**config.mk**
```make
export PLATFORM = sky130hd
export DESIGN_NAME = fetch
export DESIGN_NICKNAME = d
export VERILOG_FILES = /design/src/rtl/fetch_pkg.sv /design/src/rtl/fetch_buffer.sv /design/src/rtl/fetch.sv
export SDC_FILE = /design/constraint.sdc
export NUM_CORES = 1
export LEC_CHECK = 0
export CAP_MARGIN = 15
export CELL_PAD_IN_SITES_DETAIL_PLACEMENT = 0
export CELL_PAD_IN_SITES_GLOBAL_PLACEMENT = 2
export CORE_UTILIZATION = 34
export DETAILED_ROUTE_END_ITERATION = 10
export PLACE_DENSITY = 0.95
export SYNTH_ARGS = -nofsm -noshare
export SYNTH_HDL_FRONTEND = slang
export SYNTH_HIERARCHICAL = 1
export SYNTH_SLANG_ARGS = --single-unit
```
**constraint.sdc**
```tcl
create_clock -name i_clk -period 4.8 [get_ports i_clk]
set_input_delay 0.72 -clock i_clk [delete_from_list [all_inputs] [get_ports i_clk]]
set_output_delay 0.72 -clock i_clk [all_outputs]
set_load 0.005 [all_outputs]
```
**src/rtl/fetch_pkg.sv**
```systemverilog
// Shared definitions for the RV32I fetch stage: datapath width, NOP encoding,
// FSM state encodings and the sequential-PC helper.
package fetch_pkg;

   localparam int XLEN = 32;
   localparam logic [XLEN-1:0] NOP_INST_DEFAULT = 32'h0000_0013;

   typedef enum logic [1:0] {
      S_FETCH = 2'd0,
      S_WAIT  = 2'd1,
      S_HOLD  = 2'd2,
      S_TRAP  = 2'd3
   } state_t;

   function automatic logic [XLEN-1:0] pc_inc(input logic [XLEN-1:0] pc);
      return pc + 32'd4;
   endfunction

endpackage

```
**src/rtl/fetch_buffer.sv**
```systemverilog
// One-entry {inst, pc} skid register that parks a memory response while
// decode is stalled. Flush wins over load.
module fetch_buffer
   import fetch_pkg::*;
(
   input  logic            clk_i,
   input  logic            rst_i,
   input  logic            load_i,
   input  logic            flush_i,
   input  logic [XLEN-1:0] inst_i,
   input  logic [XLEN-1:0] pc_i,
   output logic            valid_o,
   output logic [XLEN-1:0] inst_o,
   output logic [XLEN-1:0] pc_o
);

   logic            valid_q;
   logic [XLEN-1:0] inst_q;
   logic [XLEN-1:0] pc_q;

   always_ff @(posedge clk_i) begin
      if (rst_i) begin
         valid_q <= 1'b0;
         inst_q  <= '0;
         pc_q    <= '0;
      end else if (flush_i) begin
         valid_q <= 1'b0;
      end else if (load_i) begin
         valid_q <= 1'b1;
         inst_q  <= inst_i;
         pc_q    <= pc_i;
      end
   end

   assign valid_o = valid_q;
   assign inst_o  = inst_q;
   assign pc_o    = pc_q;

endmodule

```
**src/rtl/fetch.sv**
```systemverilog
// RV32I instruction fetch: owns the PC, issues one word read at a time and
// registers {inst, pc, valid} toward decode, honouring stall and redirect.
module fetch
   import fetch_pkg::*;
#(
   parameter logic [XLEN-1:0] RESET_PC = 32'h0000_0000,
   parameter logic [XLEN-1:0] NOP_INST = NOP_INST_DEFAULT
) (
   input  logic            i_clk,
   input  logic            i_rst,
   output logic            o_imem_req,
   output logic [XLEN-1:0] o_imem_addr,
   input  logic            i_imem_ready,
   input  logic            i_imem_valid,
   input  logic [XLEN-1:0] i_imem_data,
   input  logic            i_stall,
   input  logic            i_redirect,
   input  logic [XLEN-1:0] i_redirect_pc,
   output logic [XLEN-1:0] or_inst,
   output logic [XLEN-1:0] or_pc,
   output logic            or_valid,
   output logic            or_exc_misalign
);

   state_t          state_q;
   logic [XLEN-1:0] pc_q;
   logic [XLEN-1:0] inst_q;
   logic [XLEN-1:0] opc_q;
   logic            valid_q;
   logic            exc_q;
   logic            outstanding_q;
   logic            kill_q;

   logic            accept;
   logic            resp;
   logic            pending;
   logic            misaligned;
   logic            buf_load;
   logic            buf_flush;
   logic            buf_valid;
   logic [XLEN-1:0] buf_inst;
   logic [XLEN-1:0] buf_pc;

   assign o_imem_req  = (state_q == S_FETCH);
   assign o_imem_addr = {pc_q[XLEN-1:2], 2'b00};
   assign accept      = o_imem_req & i_imem_ready;
   // Responses with nothing in flight are stray and ignored.
   assign resp        = i_imem_valid & outstanding_q;
   assign pending     = (outstanding_q & ~resp) | accept;
   assign misaligned  = |i_redirect_pc[1:0];

   assign buf_load  = ~i_redirect & (state_q == S_WAIT) & resp & ~kill_q & i_stall;
   assign buf_flush = i_redirect | ((state_q == S_HOLD) & ~i_stall);

   fetch_buffer u_buf (
      .clk_i   (i_clk),
      .rst_i   (i_rst),
      .load_i  (buf_load),
      .flush_i (buf_flush),
      .inst_i  (i_imem_data),
      .pc_i    (pc_q),
      .valid_o (buf_valid),
      .inst_o  (buf_inst),
      .pc_o    (buf_pc)
   );

   always_ff @(posedge i_clk) begin
      if (i_rst) begin
         state_q       <= S_FETCH;
         pc_q          <= RESET_PC;
         inst_q        <= NOP_INST;
         opc_q         <= '0;
         valid_q       <= 1'b0;
         exc_q         <= 1'b0;
         outstanding_q <= 1'b0;
         kill_q        <= 1'b0;
      end else if (i_redirect) begin
         // A request still in flight (or accepted right now) must be drained and dropped.
         pc_q          <= i_redirect_pc;
         inst_q        <= NOP_INST;
         valid_q       <= 1'b0;
         exc_q         <= 1'b0;
         outstanding_q <= pending;
         kill_q        <= pending;
         if (misaligned) begin
            state_q <= S_TRAP;
            opc_q   <= i_redirect_pc;
            exc_q   <= 1'b1;
            valid_q <= 1'b1;
         end else begin
            state_q <= pending ? S_WAIT : S_FETCH;
         end
      end else begin
         if (!i_stall && state_q != S_TRAP) begin
            valid_q <= 1'b0;
            inst_q  <= NOP_INST;
         end
         case (state_q)
            S_FETCH: begin
               if (accept) begin
                  state_q       <= S_WAIT;
                  outstanding_q <= 1'b1;
               end
            end
            S_WAIT: begin
               if (resp) begin
                  outstanding_q <= 1'b0;
                  kill_q        <= 1'b0;
                  if (kill_q) begin
                     state_q <= S_FETCH;
                  end else if (!i_stall) begin
                     inst_q  <= i_imem_data;
                     opc_q   <= pc_q;
                     valid_q <= 1'b1;
                     pc_q    <= pc_inc(pc_q);
                     state_q <= S_FETCH;
                  end else begin
                     state_q <= S_HOLD;
                  end
               end
            end
            S_HOLD: begin
               if (!i_stall && buf_valid) begin
                  inst_q  <= buf_inst;
                  opc_q   <= buf_pc;
                  valid_q <= 1'b1;
                  pc_q    <= pc_inc(pc_q);
                  state_q <= S_FETCH;
               end
            end
            S_TRAP: begin
               // The exception stays presented; only a stale killed response is drained.
               if (resp) begin
                  outstanding_q <= 1'b0;
                  kill_q        <= 1'b0;
               end
            end
            default: state_q <= S_FETCH;
         endcase
      end
   end

   assign or_inst         = inst_q;
   assign or_pc           = opc_q;
   assign or_valid        = valid_q;
   assign or_exc_misalign = exc_q;

endmodule

```
# == Yosys cells after proc, flatten, opt, wreduce, memory -nomap -nowiden ==
# Index checks and enable logic that the tools add are counted.
# W data, S select, Z words.
# word_totals
input_bits,70
wordCells,99
regBits,167
# classes
n_eq_ne,11
addsub,1
n_mux,42
bitwise,15
reduce_logical,19
# op_table
operator,count
$mux W32,16
$pmux W32 S2,3
$add A32 B3 Y32 const B,1
$mux W2,7
$mux W1,13
$ne A3 B3 Y1 const B,3
$and A1 B1 Y1,8
$reduce_or A2 Y1,4
$ne A3 B1 Y1 const B,2
$pmux W2 S3,1
$reduce_and A6 Y1,1
$reduce_bool A3 Y1,2
$not A1 Y1,5
$reduce_and A5 Y1,1
$eq A2 B2 Y1 const B,2
$pmux W1 S2,2
$reduce_and A2 Y1,2
$reduce_and A4 Y1,1
$reduce_bool A2 Y1,2
$reduce_bool A4 Y1,1
$ne A3 B2 Y1 const B,1
$reduce_and A3 Y1,1
$eq A2 B1 Y1 const B,1
$logic_and A1 B1 Y1,2
other kinds (5),6

# == Depth between registers and ports, before layout ==
# Gate-level depths: netlist of run 1.
# logic_depth
ltp_word,8
ltp_mapped,10
depth_no_buf,7

# == Hierarchy ==
# The synthesis of run 1 kept the hierarchy.
# by_module_without_submodules
mod,cells_per_inst,area_each_um2,instances
fetch,790,6224.7,1
fetch_buffer,295,3194.3,1

# == Worst setup path after synthesis of run 1 ==
# No wires, ideal clock.
# synth_path
path_type,input-to-reg
from,input port i_stall
to,"register opc_q[2], in the netlist or_pc[2]"
arrival_ns,2.105
required_ns,4.729
setup_slack_ns,2.624
n_path_buf,3
path_stages,8
path_cell_list,buf_6 -> nand4bb_1 -> buf_2 -> a32o_2 -> or2_1 -> clkbuf_1 -> a211o_1 -> a21oi_1
# synth_between
elab_chain_len,4
# synth_rtl
element,line,rtl
from (decl),fetch.sv:16,"input logic i_stall,"
$logic_not A1 Y1,fetch.sv:123,if (!i_stall && buf_valid) begin
$logic_and A1 B1 Y1,fetch.sv:123,
$ne A3 B2 Y1 (no source line),-,
$reduce_and A6 Y1 (no source line) *,-,
to (signal assigned),fetch.sv:87,opc_q <= i_redirect_pc;
to (signal assigned),fetch.sv:113,opc_q <= pc_q;
to (signal assigned),fetch.sv:125,opc_q <= buf_pc;
to (decl),fetch.sv:28,logic [XLEN-1:0] opc_q;
# Every way passes the cells marked *; elsewhere a longest branch is shown, timed or not.
# A chain may end at the register's enable or synchronous reset.

# == Final worst setup path of run 1 ==
# layout_path
from,register state_q[0]
to,"register u_buf.pc_q[10], in the netlist u_buf/pc_o[10]"
# layout_lines
element,line,rtl
from (decl),fetch.sv:25,state_t state_q;
from (signal assigned),fetch.sv:91,state_q <= pending ? S_WAIT : S_FETCH;
$eq A2 B2 Y1,fetch.sv:53,assign buf_flush = i_redirect | ((state_q == S_HOLD) & ~i_stall);
$and A1 B1 Y1,fetch.sv:53,
$or A1 B1 Y1,fetch.sv:53,
net buf_flush,fetch.sv:39,logic buf_flush;
$not A1 Y1 (no source line),-,
$reduce_and A2 Y1 (no source line),-,
to (signal assigned),fetch_buffer.sv:31,pc_q <= pc_i;
to (decl),fetch_buffer.sv:19,logic [XLEN-1:0] pc_q;
# The timed path passes the listed nets, and every way through them passes these cells.

==> summary.md, run 1 <==
| Metric | Value |
|---|---|
| Status | `completed` |
| Post-route setup TNS | `0 ns` |
| Post-Syn Instances | `roughly 1100` |
| Critical path launch point type | `flip-flop` |
| Synth Flop Type | `dfxtp_1` |
| Grt ovf | `0` |
| First-pass GRT wire length | `44900 um` |
| Power density cells | `between 300 and 400 nW/um^2` |
| Final Cell Area | `around 12000 sq um` |
| GP Congestion | `0.781` |
| Area of the core | `between 20000 and 30000 sq um` |
| Clk_skew | `around 0.017 ns` |
| Worst-path fanout max | `66` |
| Mapped Area | `between 9000 and 10000 sq um` |
| R2R Setup Slk | `~1.4 ns` |
| Yosys warns | `6` |
| H-tree Lvls | `4` |
| Initial DRT Pass Iterations | `5` |
| Initial antenna violation count | `0` |
| Die Span Y | `168 um` |
| Worst Setup Path Type | `reg -> reg` |
| RSZ-0062 raised after global routing | `no` |
| Vias per inst | `around 5.5` |
| CTS Sinks | `~170` |
| Final Max Slew Viols | `0` |
| Initial Util | `between 30% and 40%` |
| Peak Freq | `approximately 290 MHz` |
| Total GRT Usage | `about a fifth` |
| Worst hold slack | `about 0.46 ns` |
| Tcrit/Tclk final | `a little under three quarters` |
| Clock tree buffer depth | `2` |
| Post-synth ARST share | `0%` |
| Count of final setup violators | `0` |
| Vias | `8394` |
| Setup ws final | `about 1.4 ns` |
| Routed len/inst | `roughly 19 um` |
| Fraction of layout cells with a size suffix above 1 | `between 10% and 20%` |
| Total Die Area | `between 20000 and 30000 sq um` |
| Leak | `between 4 and 5 nW` |
| Clk slew on worst S/H paths | `about 0.070 ns` |
| Post-synth top cells | `dfxtp_1, a21oi_1, nand2_1` |
| Final min period | `3.45 ns` |
| Area leader, netlist | `dfxtp_1` |
| Post-CTS Setup Repair Bufs | `0` |
| CTS Hold Bufs | `0` |
| Rel. slew slack | `20.7%` |
| Max cap viols | `0` |
| # diodes | `0` |
| CTS-repair resized insts | `0` |
| Final Net Count | `between 1000 and 1500` |
| Peak VDD IR | `240 uV` |
| TritonCTS clock tree | `built` |
| Post-placement cell area | `around 11000 sq um` |
| Wirelength, routed | `about 29000 um` |
| CTS buffer count | `17` |
| Largest net degree at the start of global routing | `between 100 and 150` |
| Most common cell in the netlist | `dfxtp_1` |
| Clock Latency Late Sink | `0.44 ns` |
| Min-delay worst type | `reg -> reg` |
| Synth area leaders | `dfxtp_1, nand4bb_1, o21ai_2` |
| I/O Buffers | `about 170` |
| Actual slew at the worst max-slew pin | `about 1.2 ns` |
| Area share of the largest cell type after synthesis | `between 30% and 40%` |
| Post-route ant nets | `0` |
| Hold Vio Cnt, Final | `0` |
| Vias in the first global route | `about 7800` |
| CP Data Required Time | `between 5 and 6 ns` |
| Number of synthesized flops with an enable pin | `0` |
| Syn Area/Cell | `~8.7 sq um` |
| DPL Wire Length | `around 18000 um` |
| DRC | `0` |
| Die width | `approximately 170 um` |
| Place WS | `~1.2 ns` |
| 1st-iter DRT viols | `around 630` |
| Row cnt | `60` |
| WP data arrival | `between 3 and 4 ns` |
| Setup crit end kind | `flip-flop` |
| # IOs | `between 150 and 200` |
| Register area share after synthesis | `35.5%` |
| Root buf cell | `clkbuf_16` |
| Synth-to-layout area growth | `23.1%` |
| Cell variety after synth | `63` |
| Synth Register Bits | `167` |
==> stage by stage <==
step           utilization, %  power (mW)  cells
6_report                 42.8        3.97   1537
5_1_grt                  42.8        4.14   1537
4_1_cts                  42.8        3.99   1537
3_5_place_dp             40.4        2.47   1505
3_3_place_gp             40.4        2.46   1505
2_1_floorplan               -        2.11   1086
==> area by class of cell <==
type	instances	area, sq um
repair buffers	183	1780
multi-input cells	753	5250
clock inverters	15	215
well taps	372	465
inverters	30	113
flip-flops and latches	167	3340
fillers	2650	15500
clock buffers	17	425
==> flip-flops by register name, indices dropped and copies added (netlist names) <==
| register | cells |
|---|---|
| or_inst | 32 |
| or_valid | 1 |
| outstanding_q | 1 |
| u_buf/inst_o | 32 |
| state_q | 2 |
| or_exc_misalign | 1 |
| u_buf/valid_o | 1 |
| or_pc | 32 |
| u_buf/pc_o | 32 |
| pc_q | 32 |
| kill_q | 1 |
==> cells by family (layout without fill, tap and decap cells) <==
| kind of cell | count (synthesis) | after routing | share of synthesized area, % |
|---|---|---|---|
| AND/OR/NAND/NOR | 355 | 355 | 23.8 |
| adder cells (fa/ha/maj) | 6 | 6 | 0.797 |
| other | 1 | 2 | 0.0398 |
| flip-flops | 167 | 167 | 35.5 |
| XOR/XNOR | 21 | 21 | 1.95 |
| AO/OA/AOI/OAI | 336 | 336 | 25.1 |
| buffers and inverters | 166 | 245 | 9.30 |
| multiplexers | 33 | 33 | 3.51 |
==> cell usage in the layout, fill, tap and decap left out, types with 18 or more instances in the layout <==
master and instances:
nand2b_1 68, a211oi_1 51, a21oi_1 91, buf_4 18, mux2i_1 33, inv_1 29, o21ai_0 34, nor2_1 39
nand4bb_1 65, o21ai_2 56, a22o_1 30, clkdlybuf4s50_1 164, nor2b_1 20, dfxtp_1 167, nand2_1 88, a221oi_1 29
==> layer usage <==
layer	part of all wire (%)	up-vias	global-route usage, %
met5	0	-	0
met4	1.5	0	5.85
met3	5.1	31	3.90
met2	46	254	32.2
met1	47	4049	27.1
li1	-	4060	-
==> critical path: stages, from the launching register on <==
cell and delay [ns]:
dfxtp_1 0.35, inv_1 0.20, ha_4 0.50, buf_4 0.63, a21o_2 1.00, nor2b_4 0.06
buf_4 0.36, o21ai_2 0.22
==> path summary, 6_finish.rpt <==
| check | from | endpoint | cells past startpoint |
|---|---|---|---|
| max | state_q[0] | u_buf/pc_o[10] | 7 |
| min | or_pc[1] | or_pc[1] | 2 |
| max reg2reg | state_q[0] | u_buf/pc_o[10] | 7 |
| min reg2reg | or_pc[1] | or_pc[1] | 2 |
==> where the power goes <==
part	leakage, nW	switching (mW)	total (mW)	internal [mW]
logic	2.33	0.463	0.877	0.415
registers	1.36	0.0964	1.56	1.47
clock network	0.314	0.637	1.52	0.888
Power figures use the tool's default switching activity.
==> run 2: changes to the inputs <==
--- a/config.mk
+++ b/config.mk
@@ -8,9 +8,9 @@
 export CAP_MARGIN = 15
 export CELL_PAD_IN_SITES_DETAIL_PLACEMENT = 0
 export CELL_PAD_IN_SITES_GLOBAL_PLACEMENT = 2
-export CORE_UTILIZATION = 34
+export CORE_UTILIZATION = 29
 export DETAILED_ROUTE_END_ITERATION = 10
-export PLACE_DENSITY = 0.95
+export PLACE_DENSITY = 0.87
 export SYNTH_ARGS = -nofsm -noshare
 export SYNTH_HDL_FRONTEND = slang
 export SYNTH_HIERARCHICAL = 1
==> constraint.sdc (replaced) <==
create_clock -name i_clk -period 3.07 [get_ports i_clk]
set_input_delay 0.4605 -clock i_clk [delete_from_list [all_inputs] [get_ports i_clk]]
set_output_delay 0.4605 -clock i_clk [all_outputs]
set_load 0.005 [all_outputs]
==> run 2 against run 1 <==
  * Sequential cell count did not move
  * Design area rose by 0.98%
  * Total power rose by 53%
  * Highest routed layer is now met5
==> summary.md, run 2 (synthesis gave the netlist of run 1 again) <==
| Metric | Value |
|---|---|
| Status | `completed` |
| Worst hold start | `i_rst` |
| Clk slew on worst S/H paths | `about 0.070 ns` |
| Hold Vio Cnt, Final | `0` |
| Actual slew at the worst max-slew pin | `~0.85 ns` |
| Final min period | `around 2.6 ns` |
| Post-placement cell area | `roughly 11000 sq um` |
| CTS-repair resized insts | `0` |
| Power density cells | `between 500 and 600 nW/um^2` |
| CTS Sinks | `between 150 and 200` |
| Commonest non-fill, non-tap cell in the layout | `dfxtp_1` |
| Initial antenna violation count | `3` |
| Total Die Area | `33200 sq um` |
| Die width | `approximately 180 um` |
| Max cap viols | `0` |
| CTS Hold Bufs | `0` |
| CP Launch Point | `state_q[0]` |
| Post-route ant nets | `0` |
| TritonCTS clock tree | `built` |
| Synth-to-layout area growth | `24.3%` |
| I/O Buffers | `between 150 and 200` |
| Largest net degree at the start of global routing | `just under 100` |
| Worst Setup Path Type | `reg -> reg` |
| Row cnt | `65` |
| DPL Wire Length | `around 19000 um` |
| First-pass GRT wire length | `~46000 um` |
| Vias in the first global route | `about 8000` |
| Commonest cells after routing, fill and taps aside | `dfxtp_1, clkdlybuf4s50_1, a21oi_1, nand2_1, nand2b_1` |
| Clk_skew | `roughly 0.022 ns` |
| Peak VDD IR | `~390 uV` |
| Rel. slew slack | `a little over two fifths` |
| WP data arrival | `around 3.0 ns` |
| Total GRT Usage | `~18%` |
| Clock tree buffer depth | `2` |
| Vias | `roughly 8500` |
| Post-route setup TNS | `0 ns` |
| Clock Latency Late Sink | `~0.44 ns` |
| Leak | `around 4 nW` |
| DRC | `0` |
| Routed len/inst | `around 19 um` |
| Root buf cell | `clkbuf_16` |
| Final Cell Area | `between 10000 and 15000 sq um` |
| H-tree Lvls | `4` |
| Critical path launch point type | `flip-flop` |
| Peak Freq | `between 300 and 400 MHz` |
| Fraction of layout cells with a size suffix above 1 | `11.0%` |
| Min-delay worst type | `in -> reg` |
| CTS buffer count | `17` |
| Setup crit end kind | `flip-flop` |
| 1st-iter DRT viols | `562` |
| RSZ-0062 raised after global routing | `no` |
| Filler cells | `approximately 3300` |
| Final Max Slew Viols | `0` |
| CP Data Required Time | `between 3 and 4 ns` |
| Die Span Y | `between 150 and 200 um` |
| Grt ovf | `0` |
| Reg2reg start | `state_q[0]` |
| Count of final setup violators | `0` |
| Initial Util | `29.7%` |
| Final Net Count | `approximately 1200` |
| Initial DRT Pass Iterations | `5` |
| Post-CTS Setup Repair Bufs | `0` |
| Vias per inst | `roughly 5.4` |
| Wirelength, routed | `~30000 um` |
| # IOs | `about 170` |
| Area of the core | `roughly 32000 sq um` |
| Tcrit/Tclk final | `a little under nine tenths` |
| Worst-path fanout max | `39` |
| GP Congestion | `a little under 0.8` |
-- run 2: changes by cell type in the layout (fill, tap and decap cells not counted) --
cell,previous run,this run
inv_8,3,2
diode_2,0,2
inv_6,3,4
clkinv_2,2,0
bufinv_16,4,0
buf_4,18,21
clkbuf_1,0,1
buf_12,0,4
clkinv_4,2,1
clkinv_8,0,7
clkinvlp_4,1,0
-- run 2: per-layer routing --
| metal | up-vias | GRT usage (%) | share of wire (%) |
|---|---|---|---|
| li1 | 4077 | - | - |
| met1 | 4107 | 23.4 | 47 |
| met2 | 237 | 28.8 | 46 |
| met3 | 29 | 3.71 | 5.8 |
| met4 | 2 | 4.97 | 1.5 |
| met5 | - | 0 | 0.037 |
-- run 2: worst paths after layout --
check | to | slack (ns) | cells past startpoint
setup / recovery | or_pc[3] | 0.42 | 7
hold / removal | state_q[1] | 0.37 | 2
setup reg to reg | or_pc[3] | 0.42 | 7
hold reg to reg | u_buf/pc_o[31] | 0.47 | 2
-- run 2: area by class of cell --
class	instances	area (sq um)	area share, %
antenna	2	5.00	0.0427
clock buffer	18	429	3.67
clock inverter	14	180	1.54
inverter	30	113	0.962
multi-input combinational	753	5250	44.8
sequential	167	3340	28.6
tap	402	503	4.30
timing repair buffer	190	1880	16.1
-- run 2: report_power, final --
group / switching [mW] / internal [mW] / leakage, nW
logic: 0.722 / 0.662 / 2.37
clock network: 1.12 / 1.11 / 0.293
registers: 0.150 / 2.29 / 1.36
-- run 2: metrics by stage --
| step | instances | hold WS [ns] | power [mW] | utilization (%) | worst slack (ns) |
|---|---|---|---|---|---|
| after CTS | 1574 | 0.357 | 6.10 | 36.9 | 0.429 |
| final | 1576 | 0.369 | 6.05 | 36.9 | 0.424 |
| after floorplan | 1086 | 0.441 | 3.31 | - | 0.988 |
| after global placement | 1542 | 0.452 | 3.87 | 35.0 | 0.402 |
| after global routing | 1575 | 0.387 | 6.32 | 36.9 | 0.237 |
| after detailed placement | 1542 | 0.457 | 3.88 | 35.0 | 0.366 |
-- run 2: worst max-delay path, cell delays in order (launching register included) --
cell	delay, ns
dfxtp_1	0.35
inv_1	0.19
ha_4	0.51
nand3b_1	0.24
a32o_2	0.40
or2_1	0.42
a211o_1	0.33
a21oi_1	0.11
